<file path="src/rtl/vmujs_pkg.sv">
// Shared encodings for the JS value-stack command path: entry kinds, stack ops, sequencer states.
// Pure declarations; no timing or flow-control behaviour of its own.
package vmujs_pkg;

  typedef enum logic [2:0] {
    KIND_VOID = 3'd0,
    KIND_STR  = 3'd1,
    KIND_INT  = 3'd2,
    KIND_BOOL = 3'd3,
    KIND_NULL = 3'd4
  } kind_e;

  typedef enum logic [2:0] {
    OP_NEW_OBJ   = 3'd0,
    OP_PUSH_STR  = 3'd1,
    OP_PUSH_INT  = 3'd2,
    OP_PUSH_BOOL = 3'd3,
    OP_PUSH_NULL = 3'd4,
    OP_SET_PROP  = 3'd5
  } op_e;

  typedef enum logic [1:0] {
    ST_IDLE = 2'd0,
    ST_NEW  = 2'd1,
    ST_VAL  = 2'd2,
    ST_SET  = 2'd3
  } seq_state_e;

  // Object sits just below the pushed value when SET_PROP executes
  localparam logic [7:0] STACK_IDX_OBJ = 8'hFE;

  function automatic logic is_pushable(input logic [2:0] kind);
    return (kind >= 3'd1) && (kind <= 3'd4);
  endfunction

  function automatic logic [2:0] push_op(input logic [2:0] kind);
    case (kind)
      KIND_STR:  return OP_PUSH_STR;
      KIND_INT:  return OP_PUSH_INT;
      KIND_BOOL: return OP_PUSH_BOOL;
      default:   return OP_PUSH_NULL;
    endcase
  endfunction

endpackage

</file>
<file path="src/rtl/obj_cmd_sequencer.sv">
// Map entries -> NEW_OBJ / PUSH / SET_PROP commands; first command 1 cycle after accept, 2 cycles/entry.
// Backpressure: commands hold while cmd_ready low, in_ready drops until the last command drains; OBJ_SEQ_STATS_EN adds counters.
module obj_cmd_sequencer
  import vmujs_pkg::*;
#(
  parameter int DATA_W = 32,
  parameter int KEY_W  = 16
`ifdef OBJ_SEQ_STATS_EN
  , parameter int CNT_W = 16
`endif
) (
  input  logic              clk,
  input  logic              rst_n,
  input  logic              in_valid,
  output logic              in_ready,
  input  logic              in_first,
  input  logic              in_last,
  input  logic [2:0]        in_kind,
  input  logic [KEY_W-1:0]  in_key,
  input  logic [DATA_W-1:0] in_data,
  output logic              cmd_valid,
  input  logic              cmd_ready,
  output logic [2:0]        cmd_op,
  output logic [7:0]        cmd_idx,
  output logic [DATA_W-1:0] cmd_arg,
  output logic              obj_done,
  output logic              err_orphan
`ifdef OBJ_SEQ_STATS_EN
  , output logic [CNT_W-1:0] stat_entries
  , output logic [CNT_W-1:0] stat_skipped
  , output logic [CNT_W-1:0] stat_objects
`endif
);

  typedef struct packed {
    logic              last;
    logic [2:0]        kind;
    logic [KEY_W-1:0]  key;
    logic [DATA_W-1:0] data;
  } ent_t;

  seq_state_e        state_q, state_d;
  ent_t              ent_q, ent_d;
  logic              obj_open_q, obj_open_d;
  logic              cmd_valid_q, cmd_valid_d;
  logic [2:0]        cmd_op_q, cmd_op_d;
  logic [7:0]        cmd_idx_q, cmd_idx_d;
  logic [DATA_W-1:0] cmd_arg_q, cmd_arg_d;
  logic              cmd_hs, accept, open_eff;

  function automatic logic [DATA_W-1:0] push_arg(input logic [2:0] kind, input logic [DATA_W-1:0] data);
    case (kind)
      KIND_STR, KIND_INT: return data;
      KIND_BOOL:          return DATA_W'(data[0]);
      default:            return '0;
    endcase
  endfunction

  always_comb begin
    state_d     = state_q;
    ent_d       = ent_q;
    obj_open_d  = obj_open_q;
    cmd_valid_d = cmd_valid_q;
    cmd_op_d    = cmd_op_q;
    cmd_idx_d   = cmd_idx_q;
    cmd_arg_d   = cmd_arg_q;
    obj_done    = 1'b0;
    err_orphan  = 1'b0;
    open_eff    = obj_open_q;
    cmd_hs      = cmd_valid_q && cmd_ready;
    in_ready    = rst_n && ((state_q == ST_IDLE) || ((state_q == ST_SET) && cmd_ready));
    accept      = in_valid && in_ready;

    case (state_q)
      ST_NEW: if (cmd_hs) begin
        if (is_pushable(ent_q.kind)) begin
          cmd_op_d  = push_op(ent_q.kind);
          cmd_idx_d = '0;
          cmd_arg_d = push_arg(ent_q.kind, ent_q.data);
          state_d   = ST_VAL;
        end else begin
          cmd_valid_d = 1'b0;
          state_d     = ST_IDLE;
          if (ent_q.last) begin
            obj_done   = 1'b1;
            obj_open_d = 1'b0;
          end
        end
      end
      ST_VAL: if (cmd_hs) begin
        cmd_op_d  = OP_SET_PROP;
        cmd_idx_d = STACK_IDX_OBJ;
        cmd_arg_d = DATA_W'(ent_q.key);
        state_d   = ST_SET;
      end
      ST_SET: if (cmd_hs) begin
        cmd_valid_d = 1'b0;
        state_d     = ST_IDLE;
        if (ent_q.last) begin
          obj_done   = 1'b1;
          obj_open_d = 1'b0;
          open_eff   = 1'b0;
        end
      end
      default: ;
    endcase

    // Accept overrides the drain path above when it lands on the SET handshake
    if (accept) begin
      ent_d = '{last: in_last, kind: in_kind, key: in_key, data: in_data};
      if (in_first) begin
        if (open_eff) obj_done = 1'b1;
        obj_open_d  = 1'b1;
        cmd_valid_d = 1'b1;
        cmd_op_d    = OP_NEW_OBJ;
        cmd_idx_d   = '0;
        cmd_arg_d   = '0;
        state_d     = ST_NEW;
      end else if (!open_eff) begin
        err_orphan  = 1'b1;
        cmd_valid_d = 1'b0;
        state_d     = ST_IDLE;
      end else if (is_pushable(in_kind)) begin
        cmd_valid_d = 1'b1;
        cmd_op_d    = push_op(in_kind);
        cmd_idx_d   = '0;
        cmd_arg_d   = push_arg(in_kind, in_data);
        state_d     = ST_VAL;
      end else begin
        cmd_valid_d = 1'b0;
        state_d     = ST_IDLE;
        if (in_last) begin
          obj_done   = 1'b1;
          obj_open_d = 1'b0;
        end
      end
    end
  end

  always_ff @(posedge clk or negedge rst_n) begin
    if (!rst_n) begin
      state_q     <= ST_IDLE;
      ent_q       <= '0;
      obj_open_q  <= 1'b0;
      cmd_valid_q <= 1'b0;
      cmd_op_q    <= '0;
      cmd_idx_q   <= '0;
      cmd_arg_q   <= '0;
    end else begin
      state_q     <= state_d;
      ent_q       <= ent_d;
      obj_open_q  <= obj_open_d;
      cmd_valid_q <= cmd_valid_d;
      cmd_op_q    <= cmd_op_d;
      cmd_idx_q   <= cmd_idx_d;
      cmd_arg_q   <= cmd_arg_d;
    end
  end

  assign cmd_valid = cmd_valid_q;
  assign cmd_op    = cmd_op_q;
  assign cmd_idx   = cmd_idx_q;
  assign cmd_arg   = cmd_arg_q;

`ifdef OBJ_SEQ_STATS_EN
  logic             skip_ev;
  logic [CNT_W-1:0] stat_entries_q, stat_skipped_q, stat_objects_q;

  assign skip_ev = accept && !is_pushable(in_kind) && (in_first || open_eff);

  always_ff @(posedge clk or negedge rst_n) begin
    if (!rst_n) begin
      stat_entries_q <= '0;
      stat_skipped_q <= '0;
      stat_objects_q <= '0;
    end else begin
      if (accept && (stat_entries_q != '1))   stat_entries_q <= stat_entries_q + 1'b1;
      if (skip_ev && (stat_skipped_q != '1))  stat_skipped_q <= stat_skipped_q + 1'b1;
      if (obj_done && (stat_objects_q != '1)) stat_objects_q <= stat_objects_q + 1'b1;
    end
  end

  assign stat_entries = stat_entries_q;
  assign stat_skipped = stat_skipped_q;
  assign stat_objects = stat_objects_q;
`endif

endmodule

</file>
<file path="config.mk">
export PLATFORM = sky130hd
export DESIGN_NAME = obj_cmd_sequencer
export DESIGN_NICKNAME = d
export VERILOG_FILES = /design/src/rtl/vmujs_pkg.sv /design/src/rtl/obj_cmd_sequencer.sv
export SDC_FILE = /design/constraint.sdc
export NUM_CORES = 1
export LEC_CHECK = 0
export BUFFER_PORTS_ARGS = -buffer_cell sky130_fd_sc_hd__buf_2
export CORE_MARGIN = 2
export CORE_UTILIZATION = 54
export DETAILED_ROUTE_END_ITERATION = 10
export HOLD_SLACK_MARGIN = 0.06
export PLACE_DENSITY = 0.79
export SLEW_MARGIN = 20
export SYNTH_ARGS = -nofsm -noshare
export SYNTH_HDL_FRONTEND = slang
export SYNTH_SLANG_ARGS = --single-unit
</file>
<file path="constraint.sdc">
create_clock -name clk -period 2.8 [get_ports clk]
set_input_delay 0.56 -clock clk [delete_from_list [all_inputs] [get_ports clk]]
set_output_delay 0.56 -clock clk [all_outputs]
set_load 0.01 [all_outputs]
</file>
# Yosys cells after proc, flatten, opt, wreduce, memory -nomap -nowiden
# Cells that the tools add are included.
[word_totals]
out_inout_bits = 47
word_cells = 111
inputBits = 57
ff_bits = 99
[classes]
muxes = 70
n_eq_ne = 13
magnitude_cmp = 4
n_reduce_logical = 14
[op_table]
columns = ["op", "count"]
rows = [
  ["$mux W32", 7],
  ["$pmux W32 S2", 3],
  ["$mux W8", 7],
  ["$mux W1", 30],
  ["$mux W3", 7],
  ["$pmux W3 S3", 2],
  ["$mux W2", 8],
  ["$pmux W8 S2", 1],
  ["$eq A3 B2 Y1 const B", 4],
  ["$ne A3 B3 Y1 const B", 4],
  ["$reduce_and A4 Y1", 2],
  ["$eq A3 B1 Y1 const B", 2],
  ["$ge A3 B1 Y1 const B", 2],
  ["$le A3 B3 Y1 const B", 2],
  ["$logic_and A1 B1 Y1", 6],
  ["$pmux W1 S2", 3],
  ["$pmux W2 S3", 1],
  ["$pmux W3 S2", 1],
  ["$eq A2 B2 Y1 const B", 2],
  ["$reduce_bool A4 Y1", 1],
  ["$reduce_or A2 Y1", 2],
  ["$reduce_bool A3 Y1", 1],
  ["$eq A2 B1 Y1 const B", 1],
  ["$logic_not A2 Y1", 1],
  ["$logic_or A1 B1 Y1", 1],
]

# Logic depth before layout (Yosys ltp)
[depth]
ltp_word = 10
depth_mapped = 9
depth_no_buf = 6

# Worst setup path after synthesis
# Ideal clock, no wire load.
[synth_path]
path_kind = "input to output"
from = "in cmd_ready"
to = "out obj_done"
arrival_ps = 1764
required_time_ps = 2240
n_path_buf = 3
setup_slack_ps = 476
stages = 6
path_cell_list = "buf_2 a21oi_1 or2_0 clkbuf_1 buf_2 o32ai_1"
[synth_via]
elab_chain_len = 8
word_cells_on_any_way = 16
classes_between = "mux (11); reduce/logical (5)"
[synth_rtl]
columns = ["element", "line_no", "source"]
rows = [
  ["start, declared", "obj_cmd_sequencer.sv:22", "input logic cmd_ready,"],
  ["$logic_and A1 B1 Y1", "obj_cmd_sequencer.sv:70", "cmd_hs = cmd_valid_q && cmd_ready;"],
  ["$mux W1 (on tied branches)", "obj_cmd_sequencer.sv:96, obj_cmd_sequencer.sv:75", ""],
  ["$pmux W1 S2", "obj_cmd_sequencer.sv:74", "case (state_q)"],
  ["$mux W1", "obj_cmd_sequencer.sv:132", "if (in_last) begin"],
  ["$mux W1", "obj_cmd_sequencer.sv:123", "end else if (is_pushable(in_kind)) begin"],
  ["$mux W1", "obj_cmd_sequencer.sv:119", "end else if (!open_eff) begin"],
  ["$mux W1", "obj_cmd_sequencer.sv:111", "if (in_first) begin"],
  ["$mux W1 *", "obj_cmd_sequencer.sv:109", "if (accept) begin"],
  ["end, declared", "obj_cmd_sequencer.sv:26", "output logic obj_done,"],
]
# Every way passes the cells marked *; elsewhere a longest branch is shown, timed or not.

# Worst setup path after layout
[layout_path]
from = "reg state_q[1]"
to = "out obj_done"
[layout_via]
elab_chain_len = 7
word_cells_on_any_way = 15
classes_between = "eq/ne (2); mux (8); reduce/logical (5)"
[layout_rtl]
columns = ["element", "line_no", "source"]
rows = [
  ["start, declared", "obj_cmd_sequencer.sv:42", "seq_state_e state_q, state_d;"],
  ["start signal, assigned", "obj_cmd_sequencer.sv:150", "state_q <= state_d;"],
  ["$eq A2 B2 Y1 / $eq A2 B1 Y1 (equally long branches)", "obj_cmd_sequencer.sv:71, obj_cmd_sequencer.sv:74", ""],
  ["$pmux W1 S2", "obj_cmd_sequencer.sv:74", ""],
  ["$mux W1", "obj_cmd_sequencer.sv:132", ""],
  ["$mux W1", "obj_cmd_sequencer.sv:123", ""],
  ["$mux W1", "obj_cmd_sequencer.sv:119", ""],
  ["$mux W1", "obj_cmd_sequencer.sv:111", ""],
  ["$mux W1 *", "obj_cmd_sequencer.sv:109", ""],
]
# Marks and branches as above.

==> results.txt <==
- Global-route wire length before repair: 20300 um
- Total Wirelength: 12400 um
- The initial antenna violation count was 0.
* Number of core rows: 34
* Overall power consumption: 5.24 mW
* Slowest cell on crit path: sky130_fd_sc_hd__dfrtp_1
- The worst register-to-register path ends at cmd_arg[31].
- Synth Flop Type: sky130_fd_sc_hd__dfrtp_1
- From synthesis to final layout, the design area changed by 16.6%.
* Net switching power figure: 2.22 mW
- Setup violations remaining at the end of the flow were counted as 0.
- STA classifies the critical path startpoint as a flip-flop.
- The wire-length estimate of the detail-placed layout is 8260 um.
- Nature of the critical path endpoint: output pin
- Counting flops and latches in the post-synthesis netlist gives 99.
- Fmax: 0.379 GHz
- Share of the synthesized area in the top cell type: 0.525
- Setup repair after global routing left no endpoint under its margin.
* Die X: 97.5 um
- Number of nets still failing antenna checks after routing: 0
- Of the total power, the share spent switching nets is 0.424.
- Dividing total power by cell area gives a power density of 952 mW/mm2.
- # H-tree levels: 3
- In this run, synthesis inferred 0 flip-flops with an integrated enable.
* Initial core utilization: 0.549
- The tool flagged a number of max-cap violations equal to 0.
- Of the total synthesized cell area, the portion taken by AND, OR, NAND and NOR gates is 0.236.
- FFs w/ async S/R, synth: 1.00
- Setup total negative slack on the finished layout was measured at 0 ns.
- Total die area: 0.00950 mm2
* Required time reported for the critical path endpoint: 2.24 ns
* Outcome: completed
- The min-delay analysis places its worst path in the category in2async.
- Clock-pin slew was measured on the worst setup and hold paths at 0.09 ns.
* Number of sinks driven by the clock tree: 99
- Part of the total power dissipated in combinational logic: 0.392
* Largest buffer count on any clock path: 2
- The via count of the first global-routing pass is 4181.
- VDD sags by at most 0.370 mV.
- Synthesis handed over a netlist of 527 instances.
* Combinational family with the most area after synthesis: simple AND/OR/NAND/NOR gates
- Entering global routing, the biggest net connects 63 pins.
- After synthesis, the mean cell area works out to 8.95 um2.
- The share of total power dissipated in the clock network is 0.174.
- Cell area after placement: 0.00531 mm2
* Routed via count divided by cell count: 6.08
- The biggest area contributor in the post-synthesis netlist is sky130_fd_sc_hd__dfrtp_1.
- Synthesized cell area: 0.00472 mm2
* Final instance area: 0.00550 mm2
- Synth Area in XOR/XNOR: 0.00371
* Seq/Total Area, Yosys: 0.525
* Core box area: 0.00859 mm2
- TritonCTS created 9 clock buffers.
- Of all nets on the critical path, the largest fanout is 7.
- Clock tree from TritonCTS: built
* Layout cell share with drive strength beyond 1: 0.231
* Number of detailed-route iterations in the first pass: 5
- Number of I/O pins: 104
- Dividing the final minimum period by the clock period gives 0.943.
* Flop-to-flop setup slack: 0.32 ns
- In this run the tool buffered the top-level ports with 103 buffer cells.
* Final GP Congestion: 0.944
* Final Hold Violating Endpoints: 0
- Clock network latency to the later pin of the worst-skew pair: 0.38 ns
- The analysis attributes to cell leakage a power of 2.78 nW.
- The number of max-slew violations in the final report is 0.
* Critical Setup Path Class: reg2out
* Final period demand of the worst path: 2.64 ns
- Final global-route overflow total: 0
- Height of the die: 97.5 um
* Internal power: 3.01 mW
- The worst register-to-register path has a depth of 7.
- Measured against the total synthesized area, the mux share comes to 0.00212.
- The Yosys step of the flow raised 0 warnings.
* Stage delay of the slowest cell on the critical path: 0.43 ns
* Worst slew margin relative to its limit: 0.488
* Sequential Power Share: 0.434
- Worst Tran Pin Value: 0.767 ns
* Net count after synthesis: 588
* Synth area leaders: sky130_fd_sc_hd__dfrtp_1 53%, sky130_fd_sc_hd__nand2_1 15%, sky130_fd_sc_hd__a32oi_1 3.3%, sky130_fd_sc_hd__o22ai_1 2.5%, sky130_fd_sc_hd__clkbuf_1 2.3%
* Cells traversed along the worst timing path: ha_2, a21oi_1, or2_2, o32ai_1, buf_2
- Clock root buffer: sky130_fd_sc_hd__clkbuf_8
* Number of fill cells: 745
* Residual DRC count: 0
* Data arrival time of the critical path: 2.08 ns
* Final Net Count: 675
- The synthesized netlist contains 51 unique library cells.
- 0 antenna diodes ended up in the layout.
- After detailed routing, the average wire length per cell comes to 17.1 um.
- The compound-gate portion of the synthesized area came to 0.173.
* Synth Area in Adders: 0.0106
- For the final database, setup skew stands at 0.0169 ns.
* Total vias in the final route: 4417
* Iteration-0 DRC count of the detailed router: 397
- CTS Hold Bufs: 0
- Worst r2r src: state_q[1]
- Gr usage total: 0.263
==> layout make-up <==
type                       instances  area [um2]  share of cell area
clock buffer                      10         138              0.0250
clock inverter                     6        55.1              0.0100
inverter                          11        41.3             0.00751
multi-input combinational        374        2020               0.366
sequential                        99        2480               0.450
tap                              108         135              0.0246
timing repair buffer             119         638               0.116
==> synthesized netlist by cell type (3+ instances only) <==
| cell type | count |
|---|---|
| sky130_fd_sc_hd__dfrtp_1 | 99 |
| sky130_fd_sc_hd__clkbuf_1 | 29 |
| sky130_fd_sc_hd__o22ai_1 | 19 |
| sky130_fd_sc_hd__nor2_1 | 25 |
| sky130_fd_sc_hd__o311a_1 | 6 |
| sky130_fd_sc_hd__o211ai_1 | 10 |
| sky130_fd_sc_hd__a21oi_1 | 5 |
| sky130_fd_sc_hd__o21ai_0 | 13 |
| sky130_fd_sc_hd__nand2b_1 | 3 |
| sky130_fd_sc_hd__ha_1 | 4 |
| sky130_fd_sc_hd__a31oi_1 | 3 |
| sky130_fd_sc_hd__nor3_1 | 4 |
| sky130_fd_sc_hd__buf_2 | 6 |
| sky130_fd_sc_hd__and2_1 | 3 |
| sky130_fd_sc_hd__nand2_1 | 183 |
| sky130_fd_sc_hd__nand4_1 | 17 |
| sky130_fd_sc_hd__inv_1 | 11 |
| sky130_fd_sc_hd__o2bb2ai_1 | 7 |
| sky130_fd_sc_hd__buf_6 | 3 |
| sky130_fd_sc_hd__and4_1 | 3 |
| sky130_fd_sc_hd__and3_1 | 3 |
| sky130_fd_sc_hd__o31a_1 | 4 |
| sky130_fd_sc_hd__a32oi_1 | 18 |
| sky130_fd_sc_hd__buf_1 | 4 |
| sky130_fd_sc_hd__nand3_1 | 5 |
| sky130_fd_sc_hd__a22o_1 | 9 |
==> registers in the layout (all words and copies together) (netlist names) <==
register / cells
state_q: 2
obj_open_q: 1
cmd_arg: 32
ent_q: 52
cmd_valid: 1
cmd_idx: 8
cmd_op: 3
==> logic make-up after synthesis <==
kind of cell               after synthesis
AOI/OAI and AO/OA                      109
xor gates and xnor gates                 2
adders and majority gates                4
buffers and inverters                   54
DFF                                     99
muxes                                    1
and+or+nand+nor                        258
==> timing repair <==
action	4_1_cts	5_1_grt
setup buffers	0	0
endpoints found under the hold margin	0	0
setup endpoints to repair	0	2
resized for setup	0	1
==> layer usage <==
metal	wire, um	global-route usage	share of wire
met3	960	0.0590	0.077
met1	5250	0.368	0.42
met4	219	0.0652	0.018
met5	0	0	0
met2	5980	0.422	0.48
==> through the flow <==
stage	worst slack, ns	hold slack [ns]	utilization	std cells
2_1_floorplan	0.476	0.264	-	527
3_3_place_gp	0.432	0.458	0.617	711
3_5_place_dp	0.345	0.463	0.617	711
4_1_cts	0.115	0.257	0.640	727
5_1_grt	0.0216	0.282	0.640	727
6_report	0.161	0.238	0.640	727
==> power by group through the flow <==
stage               logic, mW  clock network [mW]  registers [mW]
floorplan                1.38                   0            2.24
detailed placement       2.03                   0            2.29
global route             2.27               0.989            2.33
global placement         1.95                   0            2.27
CTS                      2.04               0.918            2.27
finish                   2.06               0.909            2.27
==> critical path, delay by kind of cell (launching register included) <==
kind	cells	cell delay [ns]
compound gates	2	0.47
fa+ha+maj	1	0.26
simple gates	1	0.37
flops	1	0.43
buf+inv	1	0.18
==> how the worst max path moves through the flow <==
stage	start	endpoint	slack, ns	depth (start not counted)
global placement	state_q[1]	cmd_arg[17]	0.43	7
detailed placement	state_q[1]	cmd_arg[21]	0.34	7
floorplan	cmd_ready	obj_done	0.48	6
global route	state_q[1]	err_orphan	0.02	6
finish	state_q[1]	obj_done	0.16	5
CTS	state_q[1]	obj_done	0.11	5
==> layout by cell type, fill, tap and decap left out, drive strengths merged, types with 5 or more instances in the layout <==
| master | synthesis | final |
|---|---|---|
| a21oi | 5 | 5 |
| a22o | 9 | 9 |
| a32oi | 18 | 18 |
| buf | 14 | 119 |
| clkbuf | 29 | 10 |
| dfrtp | 99 | 99 |
| inv | 11 | 15 |
| nand2 | 183 | 183 |
| nand3 | 5 | 5 |
| nand4 | 17 | 17 |
| nor2 | 25 | 25 |
| o211ai | 10 | 10 |
| o21ai | 15 | 15 |
| o22ai | 19 | 19 |
| o2bb2ai | 7 | 7 |
| o311a | 6 | 6 |
Note: power is estimated with default switching activity, not from simulation.
